`config.mk`:
```
export PLATFORM = sky130hd
export DESIGN_NAME = shift_mix_add
export DESIGN_NICKNAME = d
export VERILOG_FILES = /design/src/rtl/aes_pkg.sv /design/src/rtl/mix_column.sv /design/src/rtl/shift_mix_add.sv
export SDC_FILE = /design/constraint.sdc
export NUM_CORES = 1
export LEC_CHECK = 0
export ABC_AREA = 1
export BUFFER_PORTS_ARGS = -buffer_cell sky130_fd_sc_hd__buf_2
export CORE_MARGIN = 2
export CORE_UTILIZATION = 38
export CTS_BUF_LIST = sky130_fd_sc_hd__clkbuf_2
export DETAILED_ROUTE_END_ITERATION = 10
export SETUP_SLACK_MARGIN = 0.4
export SLEW_MARGIN = 20
export SYNTH_ARGS = -nofsm -noshare
export SYNTH_HDL_FRONTEND = slang
export SYNTH_HIERARCHICAL = 1
export SYNTH_SLANG_ARGS = --single-unit
```
`constraint.sdc`:
```
create_clock -name clk -period 1.6 [get_ports clk]
set_input_delay 0.32 -clock clk [delete_from_list [all_inputs] [get_ports clk]]
set_output_delay 0.32 -clock clk [all_outputs]
set_load 0.02 [all_outputs]
```
`src/rtl/aes_pkg.sv`:
```
// Shared AES constants and helpers, reused by the round, key-expansion and inverse stages.
package aes_pkg;

  localparam int STATE_W = 128;
  localparam logic [7:0] AES_POLY = 8'h1B;

  typedef struct packed {
    logic [STATE_W-1:0] data;
    logic               last;
  } buf_entry_t;

  // Multiply by x in GF(2^8), reducing by the AES polynomial on overflow.
  function automatic logic [7:0] xtime(input logic [7:0] x);
    return {x[6:0], 1'b0} ^ (x[7] ? AES_POLY : 8'h00);
  endfunction

  // State byte index of row r, column c (column-major).
  function automatic int st_byte(input int r, input int c);
    return r + 4 * c;
  endfunction

endpackage

```
`src/rtl/mix_column.sv`:
```
// Combinational MixColumns on one 32-bit column; byte a is the top row.
module mix_column
  import aes_pkg::*;
(
  input  logic [31:0] col_i,
  output logic [31:0] col_o
);

  logic [7:0] a, b, c, d;

  assign a = col_i[31:24];
  assign b = col_i[23:16];
  assign c = col_i[15:8];
  assign d = col_i[7:0];

  // 3x is written as xtime(x) ^ x.
  assign col_o[31:24] = xtime(a) ^ xtime(b) ^ b ^ c ^ d;
  assign col_o[23:16] = a ^ xtime(b) ^ xtime(c) ^ c ^ d;
  assign col_o[15:8]  = a ^ b ^ xtime(c) ^ xtime(d) ^ d;
  assign col_o[7:0]   = xtime(a) ^ a ^ b ^ c ^ xtime(d);

endmodule

```
`src/rtl/shift_mix_add.sv`:
```
// AES round tail: ShiftRows, MixColumns (bypassed on the final round), AddRoundKey,
// followed by a 2-entry valid/ready output buffer.
module shift_mix_add
  import aes_pkg::*;
(
  input  logic               clk,
  input  logic               reset,
  input  logic               in_valid,
  output logic               in_ready,
  input  logic [STATE_W-1:0] in_data,
  input  logic [STATE_W-1:0] in_key,
  input  logic               in_last,
  output logic               out_valid,
  input  logic               out_ready,
  output logic [STATE_W-1:0] out_data,
  output logic               out_last
);

  logic [STATE_W-1:0] shifted;
  logic [STATE_W-1:0] mixed;
  logic [STATE_W-1:0] result;

  genvar gc, gr;
  generate
    for (gc = 0; gc < 4; gc++) begin : g_col
      for (gr = 0; gr < 4; gr++) begin : g_row
        assign shifted[STATE_W-1-8*st_byte(gr, gc) -: 8] =
          in_data[STATE_W-1-8*st_byte(gr, (gc + gr) % 4) -: 8];
      end
      mix_column u_mix_column (
        .col_i (shifted[STATE_W-1-32*gc -: 32]),
        .col_o (mixed[STATE_W-1-32*gc -: 32])
      );
    end
  endgenerate

  assign result = (in_last ? shifted : mixed) ^ in_key;

  buf_entry_t buf_q [2];
  buf_entry_t buf_d [2];
  logic       wr_ptr_q, wr_ptr_d;
  logic       rd_ptr_q, rd_ptr_d;
  logic [1:0] count_q, count_d;
  logic       push, pop;

  assign in_ready  = (count_q != 2'd2);
  assign out_valid = (count_q != 2'd0);
  assign out_data  = buf_q[rd_ptr_q].data;
  assign out_last  = buf_q[rd_ptr_q].last;

  assign push = in_valid & in_ready;
  assign pop  = out_valid & out_ready;

  always_comb begin
    buf_d    = buf_q;
    wr_ptr_d = wr_ptr_q ^ push;
    rd_ptr_d = rd_ptr_q ^ pop;
    count_d  = count_q;
    if (push) begin
      buf_d[wr_ptr_q] = '{data: result, last: in_last};
    end
    case ({push, pop})
      2'b10:   count_d = count_q + 2'd1;
      2'b01:   count_d = count_q - 2'd1;
      default: count_d = count_q;
    endcase
  end

  always_ff @(posedge clk or negedge reset) begin
    if (!reset) begin
      buf_q[0] <= '0;
      buf_q[1] <= '0;
      wr_ptr_q <= 1'b0;
      rd_ptr_q <= 1'b0;
      count_q  <= 2'd0;
    end else begin
      buf_q    <= buf_d;
      wr_ptr_q <= wr_ptr_d;
      rd_ptr_q <= rd_ptr_d;
      count_q  <= count_d;
    end
  end

endmodule

```
## Yosys cells after proc, flatten, opt, wreduce, memory -nomap -nowiden

Index checks and enable logic that the tools add are counted.

| operators by class | value |
|---|---|
| multiplexer cells | 24 |
| bitwise operators | 87 |
| $lt $le $gt $ge | 3 |
| equality and inequality tests | 3 |
| $add $sub $neg | 2 |
| reductions and logical operators | 3 |

Operator list:

| cell | count |
|---|---|
| 8-bit bitwise XOR | 77 |
| 129-bit two-way mux | 4 |
| 258-bit bitwise mux | 1 |
| 129-bit demux with 1-bit select | 1 |
| 128-bit two-way mux | 1 |
| 128-bit bitwise XOR | 1 |
| 5-bit two-way mux | 16 |
| 8-bit by 5-bit bitwise XOR with 8-bit output | 3 |
| 2-bit greater-or-equal comparator, second input constant | 2 |
| 1-bit inverter with 2-bit output | 2 |
| 2-bit case mux with 2 select lines | 1 |
| 2-bit nonzero test | 2 |
| 2-bit by 1-bit adder with 2-bit output, second input constant | 1 |
| 1-bit AND | 2 |
| 2-bit by 1-bit == test with 1-bit output, second input constant | 1 |
| 2-bit == test, second input constant | 1 |
| 2-bit by 1-bit less-than comparator with 1-bit output, second input constant | 1 |
| 2-bit != test, second input constant | 1 |
| 2-bit by 1-bit subtractor with 2-bit output, second input constant | 1 |
| 1-bit bitwise XOR | 2 |
| 1-bit logical AND | 1 |

| storage, ports and cells | value |
|---|---|
| input port bits | 261 |
| word-level logic and storage cells | 129 |
| output and inout port bits | 131 |
| flip-flop bits (word level) | 262 |

## Logic depth before layout (Yosys ltp)

Gate-level depths: netlist of the first run.

| logic depth | value |
|---|---|
| depth in word-level cells | 9 |
| depth in mapped cells | 14 |
| depth with buffers taken out | 13 |

## By module

Netlist of the first run, hierarchy kept.

Modules (own cells, without submodules):

| module | cells each | area each (µm²) | sequential area each (µm²) | times used |
|---|---|---|---|---|
| shift_mix_add | 2742 | 17036.3 | 6556.3 | 1 |
| mix_column | 426 | 1930.6 | 0.0 | 4 |

## Worst setup path after synthesis of the first run

OpenSTA, ideal clock, no wires.

| timing | value |
|---|---|
| path type | register -> register |
| from | reg count_q[0] |
| to | reg buf_q[100] (netlist name) |
| period minus slack after synthesis | 1688 ps |
| buffers on the path | 2 |
| data arrival time | 1623 ps |
| data required time | 1534 ps |
| setup slack | -88 ps |
| stages on the path, launching flop included | 11 |
| setup time | 66 ps |
| cell sequence | dfrtp_1 inv_1 nand2_1 nand2_1 inv_1 ha_1 inv_1 buf_2 clkbuf_1 nand2_1 nand2_1 |

| between the ends | value |
|---|---|
| longest elaborated chain between the ends | 2 |

RTL lines:

| item | RTL line | text |
|---|---|---|
| from (decl) | shift_mix_add.sv:43 | `logic [1:0] count_q, count_d;` |
| from (signal assigned) | shift_mix_add.sv:80 | `count_q <= count_d;` |
| 2-bit != test | shift_mix_add.sv:46 | `assign in_ready = (count_q != 2'd2);` |
| via in_ready | shift_mix_add.sv:9 | `output logic in_ready,` |
| 1-bit AND | shift_mix_add.sv:51 | `assign push = in_valid & in_ready;` |
| to (signal assigned) | shift_mix_add.sv:77 | `buf_q <= buf_d;` |
| to (decl) | shift_mix_add.sv:39 | `buf_entry_t buf_q [2];` |

The timed path passes the listed nets, and every way through them passes these cells.
A chain may end at the register's enable or synchronous reset.

## Worst setup path after layout of the first run

| timing | value |
|---|---|
| from | reg rd_ptr_q |
| to | out out_data[97] |

| between the ends | value |
|---|---|
| longest elaborated chain between the ends | 4 |

RTL lines:

| item | RTL line | text |
|---|---|---|
| from (decl) | shift_mix_add.sv:42 | `logic rd_ptr_q, rd_ptr_d;` |
| from (signal assigned) | shift_mix_add.sv:79 | `rd_ptr_q <= rd_ptr_d;` |
| 1-bit inverter with 2-bit output (implied by the code) | shift_mix_add.sv:48 | `assign out_data = buf_q[rd_ptr_q].data;` |
| 129-bit two-way mux (3 in a row) | n/a |  |
| to (decl) | shift_mix_add.sv:15 | `output logic [STATE_W-1:0] out_data,` |

Every way passes these cells. The select of a mux whose other input is x is not followed.

==> key figures, run 1 <==
Run status
  • Status: complete, but fails checks
  • Failing checks: hold timing, setup timing

Critical path
  • Reg-to-reg setup timing slack: -0.27 ns
  • Reg-to-Reg Start: count_q[1]
  • Cell Chain, Critical Path: buf_12 -> buf_12 -> clkbuf_16 -> nand2_4 -> nand2_2 -> buf_6
  • WP data arrival: 2.41 ns
  • CP endpoint kind: primary output
  • Worst R2R End: count_q[1]
  • WP buf/inv: 4
  • Reg2reg path depth: 12
  • Worst path required time: 1.28 ns
  • Family with the most delay on the worst path: buffers and inverters
  • Crit path max-delay cell type: dfrtp_4
  • CP startpoint kind: flip-flop
  • CP peak stage delay: 0.58 ns
  • Crit path max fanout: 7
  • Crit path kind: flip-flop to primary output
  • CP most frequent cell: buf_12

Layout
  • Area grow syn2layout: 56.0%
  • Layout cells sized above 1: 20.9%
  • Fin area: 38600 um^2
  • FF/Latch Area: 6560 um^2
  • Fin cells: 6532
  • Fillers: 5958
  • Final-stage net count: 5873
  • Final design utilization: 59.9%
  • Area of the multi-input gates: 15600 um^2

Detailed routing
  • Antenna viol nets, final: 0
  • DR iter-0 viols: 2935
  • Drt total wl: 112000 um
  • # DRC: 0
  • 1st-pass router iterations: 8
  • Vias: 32500
  • Routed vias/inst: 4.98
  • WL/cell: 17.2 um

STA
  • Slew @ Worst Pin: 1.15 ns
  • Max Slew Vio Count: 0
  • Final setup viols: 391
  • Final Hold Viols: 3
  • Hold WS: -0.0208 ns
  • Slew HR: 22.9%
  • Min Tclk post-route: 2.73 ns
  • RSZ-0062 raised after global routing: true
  • Worst setup margin: -1.13 ns
  • F_max: 366 MHz
  • Period utilisation layout: 171%
  • TNS Setup: -170.05 ns
  • Worst Skew: 0.0559 ns

Clocking
  • Hold Buf Count CTS: 480
  • Clock Root Buffer: clkbuf_2
  • CTS tree: yes
  • Clock latency on the worst-skew pair: 1.10 ns
  • # clock sinks: 262
  • Clk buf depth: 3
  • H-tree depth: 3
  • Clk slew on worst S/H paths: 0.11 ns
  • Num CTS Buffers: 80

Power
  • Clk network pwr share: 10.3%
  • NetSw: 24.6 mW
  • Sw Share: 47.4%
  • Comb power frac: 66.3%
  • Int Power: 27.2 mW
  • Pleak: 22.7 nW
  • Seq pwr share: 23.3%
  • Total power: 51.7 mW
  • Peak VDD IR: 1.37 mV
  • PD cells: 1340 nW/um^2

Die
  • Initial core utilization: 38.4%
  • Die ar.: 67200 um^2
  • Die X: 259 um
  • Std cell rows: 93
  • I/O pin cnt: 392
  • Die height: 259 um
  • Core region area: 64500 um^2

GRT
  • Initial antenna violation count: 21
  • Global-route wire length before repair: 167000 um
  • Vias in the first global route: 30800
  • Largest net degree at the start of global routing: 54
  • Gr usage total: 31.5%
  • Global route overflow: 0

Flow run
  • Max Cap Viol: 0

Placement
  • Placed cells: 5816
  • DP Wirelength: 68300 um
  • I/O Buffers: 391
  • Place WS: -0.121 ns
  • Gp weighted congestion: 0.939
  • Placement Cell Area: 29500 um^2

Hold path
  • WHS Endpoint: buf_q[249]
  • Hold Path Class: input pin to flip-flop
  • Hold path start: in_data[86]
  • Worst hold stages: 8

Synthesis
  • Top area cells in the synthesized netlist: nand2_1, dfrtp_1, nand3_1
  • Sequential area share after synthesis: 26.5%
  • Synth area leader: nand2_1
  • Post-Syn Area: 24800 um^2
  • EDFF count, synth: 0
  • Avg Synthesized Cell Area: 5.57 um^2
  • Syn Inst Count: 4446
  • Synth warn: 6
  • Synthesis-stage register bit count: 262
  • Async SR Flop Fraction: 100%
  • Most used DFF post-synth: dfrtp_1
  • Synth cell count leaders: nand2_1, nand3_1, inv_1, dfrtp_1, xor2_1
  • Most frequent cell after synthesis: nand2_1
  • Synth Net Count: 4710
  • Yosys top cell area share: 38.4%
  • Cell variety after synth: 23
-- cell usage in the layout, fill, tap and decap left out, types with 31 or more instances in the layout --
| master | synthesis | routed |
|---|---|---|
| nand2_1 | 2530 | 2322 |
| nand2_4 | 0 | 63 |
| clkbuf_2 | 4 | 115 |
| buf_16 | 0 | 31 |
| nand3_1 | 668 | 653 |
| dfrtp_1 | 262 | 261 |
| buf_6 | 49 | 129 |
| inv_1 | 563 | 557 |
| xnor2_1 | 77 | 77 |
| buf_2 | 81 | 268 |
| buf_12 | 0 | 50 |
| buf_4 | 38 | 289 |
| nand2_2 | 0 | 144 |
| xor2_1 | 85 | 85 |
| dlygate4sd3_1 | 0 | 473 |
-- routing by layer --
layer  vias to the layer above  GRT usage [%]  routed length, um
met2                      1498           52.6              52000
met5                         -              0                 46
met4                         8           14.1               5730
li1                      15800              -                  -
met1                     14800           39.9              45600
met3                       374           5.03               9020
-- worst register-to-register path: stages (launching register included) --
cell and delay [ns]:
dfrtp_1 0.41, buf_6 0.13, inv_4 0.06, nand2_4 0.05
buf_4 0.13, buf_4 0.12, nand2_1 0.11, inv_1 0.08
ha_1 0.19, or2_2 0.31, nand3_1 0.10, nand2_1 0.07
nand2_1 0.07
-- repair_timing --
action                                  in CTS  in global routing
buffers inserted                            19                 15
gates cloned                                19                 33
pin swaps                                   19                 60
endpoints found under the setup margin     392                393
resized for setup                          331                278
hold endpoints to repair                   524                  9
-- cells by family after synthesis --
logic type	after synthesis	share of synthesized area (%)
buf+inv	767	14.2
simple gates	3245	53.1
compound gates	3	0.0606
flops	262	26.5
xor+xnor	166	5.99
fa+ha+maj	3	0.152
-- worst max path at each step --
stage,from,end,slack [ns],depth (start not counted)
detailed placement,count_q[0],buf_q[220],-0.12,8
CTS,rd_ptr_q,out_data[63],-1.26,7
global route,rd_ptr_q,out_data[36],-1.32,6
floorplan,count_q[0],buf_q[197],0.14,10
global placement,in_data[96],buf_q[202],-0.13,12
finish,rd_ptr_q,out_data[97],-1.13,6
-- cell type report --
class	instances	share of cell area (%)
multi-input cells	3417	40.5
repair buffers	1277	32.1
flip-flops and latches	262	17.0
inverters	568	5.73
well taps	855	2.77
clock buffers	115	1.49
clock inverters	16	0.214
repair inverters	3	0.136
diodes	19	0.123
-- flip-flops by register name (all words and copies together) (netlist names) --
| signal | flops |
|---|---|
| wr_ptr_q | 1 |
| count_q | 2 |
| buf_q | 258 |
| rd_ptr_q | 1 |
-- power groups by stage --
stage                     registers [mW]  logic [mW]  clock network, mW
after global placement              11.6        22.3                  0
after detailed placement            11.6        22.5                  0
after floorplan                     11.1        14.8                  0
final                               12.1        34.3               5.35
after global routing                12.4        36.6               5.79
after CTS                           11.6        29.6               5.44
Note: power is estimated with default switching activity, not from simulation.
==> inputs of run 2 (changes only) <==
--- a/config.mk
+++ b/config.mk
@@ -11,6 +11,7 @@
 export CORE_UTILIZATION = 38
 export CTS_BUF_LIST = sky130_fd_sc_hd__clkbuf_2
 export DETAILED_ROUTE_END_ITERATION = 10
+export PLACE_DENSITY = 0.65
 export SETUP_SLACK_MARGIN = 0.4
 export SLEW_MARGIN = 20
 export SYNTH_ARGS = -nofsm -noshare
==> key figures, run 2 (synthesis gave the netlist of run 1 again) <==
Critical path
  • Crit path max fanout: 7 (unchanged)
  • Worst path required time: 1.28 ns (about the same)
  • CP most frequent cell: buf_12
  • Crit path max-delay cell type: dfrtp_4
  • WP data arrival: 2.42 ns (about the same)
  • CP endpoint kind: primary output
  • Cell Chain, Critical Path: buf_12 -> buf_12 -> clkbuf_16 -> nand2_1 -> nand2_2 -> buf_6
  • Crit path kind: flip-flop to primary output
  • CP startpoint kind: flip-flop
  • CP peak stage delay: 0.56 ns (-0.02 ns)

Clocking
  • # clock sinks: 262 (unchanged)
  • Num CTS Buffers: 78 (-2.5%)
  • Clock Root Buffer: clkbuf_2
  • CTS tree: yes
  • Clk slew on worst S/H paths: 0.11 ns (about the same)
  • H-tree depth: 3 (unchanged)
  • Clock latency on the worst-skew pair: 1.09 ns (about the same)
  • Clk buf depth: 3 (unchanged)

STA
  • Final Hold Viols: 0 (-3)
  • Slew @ Worst Pin: 0.827 ns (-0.326 ns)
  • Max Slew Vio Count: 0 (unchanged)
  • TNS Setup: -197.25 ns (-27.20 ns)
  • Min Tclk post-route: 2.74 ns (+0.0121 ns)
  • Final setup viols: 390 (-0.26%)
  • RSZ-0062 raised after global routing: true
  • Hold WS: 0.0488 ns (+0.0697 ns)
  • Worst setup margin: -1.14 ns (-0.0121 ns)
  • Slew HR: 44.7% (+22 points)
  • Period utilisation layout: 171% (+0.76 points)
  • Worst Skew: 0.123 ns (+0.0669 ns)
  • F_max: 365 MHz (-0.44%)

Detailed routing
  • # DRC: 0 (unchanged)
  • 1st-pass router iterations: 7 (-1)
  • Routed vias/inst: 5.09 (+2.3%)
  • DR iter-0 viols: 3085 (+5.1%)
  • Drt total wl: 116000 um (+3.5%)
  • Vias: 32900 (+1.3%)
  • WL/cell: 18.0 um (+4.6%)
  • Antenna viol nets, final: 0 (unchanged)

GRT
  • Initial antenna violation count: 21 (unchanged)
  • Global route overflow: 0 (unchanged)
  • Global-route wire length before repair: 159000 um (-4.6%)
  • Largest net degree at the start of global routing: 73 (+35%)
  • Gr usage total: 29.9% (-1.5 points)
  • Vias in the first global route: 30600 (-0.43%)

Die
  • Initial core utilization: 38.4% (unchanged)
  • Die height: 259 um (unchanged)
  • Die X: 259 um (unchanged)
  • I/O pin cnt: 392 (unchanged)
  • Core region area: 64500 um^2 (unchanged)
  • Die ar.: 67200 um^2 (unchanged)
  • Std cell rows: 93 (unchanged)

Layout
  • Fin cells: 6465 (-1.0%)
  • Max reg flops: 258 (unchanged)
  • Final design utilization: 59.7% (-0.19 points)
  • Most frequent cells in the layout: nand2_1, nand3_1, inv_1
  • Largest Register: buf_q
  • Commonest non-fill, non-tap cell in the layout: nand2_1
  • Final-stage net count: 5800 (-1.2%)
  • Layout cells sized above 1: 21.9% (+0.93 points)
  • Area grow syn2layout: 55.6%
  • Biggest regs: buf_q: 258 flops, count_q: 2 flops

Placement
  • I/O Buffers: 391 (unchanged)
  • Gp weighted congestion: 0.935 (-0.45%)
  • Place WS: -0.153 ns (-0.0322 ns)
  • Placed cells: 5791 (-0.43%)
  • DP Wirelength: 66200 um (-3.1%)

Hold path
  • Hold Path Class: input pin to flip-flop

Power
  • Peak VDD IR: 1.16 mV (-15%)
  • Pleak: 22.7 nW (-0.19%)
  • PD cells: 1420 nW/um^2 (+6.0%)

Flow run
  • Max Cap Viol: 0 (unchanged)

Run status
  • Failing checks: setup timing
  • Status: complete, but fails checks
[run 2: area by class of cell]
| type | instances | area, um^2 |
|---|---|---|
| Sequential cell | 262 | 6560 |
| Tap cell | 855 | 1070 |
| Fill cell | 5690 | 25900 |
| Timing Repair Buffer | 1207 | 11900 |
| Antenna cell | 20 | 50.0 |
| Clock inverter | 32 | 234 |
| Multi-Input combinational cell | 3417 | 16000 |
| Inverter | 568 | 2180 |
| Clock buffer | 102 | 510 |
| Timing Repair inverter | 2 | 20.0 |
[run 2: final timing paths]
check / slack (ns) / cells after the start / startpoint / endpoint
min in group asynchronous: 0.49 / 3 / reset / buf_q[64]
max reg2reg: -0.34 / 11 / count_q[1] / buf_q[162]
min: 0.05 / 9 / in_data[78] / buf_q[152]
min reg2reg: 0.48 / 2 / buf_q[113] / buf_q[113]
max: -1.14 / 6 / rd_ptr_q / out_data[11]
max in group asynchronous: 0.10 / 5 / reset / buf_q[5]
[run 2: metal layers]
metal	GRT usage (%)	share of wire [%]	up-vias
met3	5.68	10	584
met5	0	0.058	-
met2	49.3	45	1894
met1	36.5	38	14800
met4	17.5	7.2	10
li1	-	-	15700
[run 2: critical path: cells and delay by family (launching register included)]
kind	cells	cell delay, ns
buf+inv	4	0.63
flops	1	0.56
simple gates	2	0.17
[run 2: stage by stage]
stage | instance area (um^2) | power (mW)
after floorplan | 25100 | 25.9
after global placement | 29200 | 33.5
after detailed placement | 29200 | 33.8
after CTS | 36300 | 47.2
after global routing | 38500 | 57.6
final | 38500 | 54.7
[run 2: what timing repair did]
item                                   4_1_cts  5_1_grt
resized for setup                          391      324
endpoints found under the hold margin      524        2
hold buffers                               421        1
buffers inserted                            19       18
setup endpoints to repair                  392      611
pin swaps                                   32       56
cloned                                      19       43
[run 2: report_power, final]
group / total, mW / internal, mW / switching [mW]
Sequential: 12.3 / 9.82 / 2.47
Combinational: 36.6 / 16.3 / 20.3
Clock: 5.81 / 2.40 / 3.42
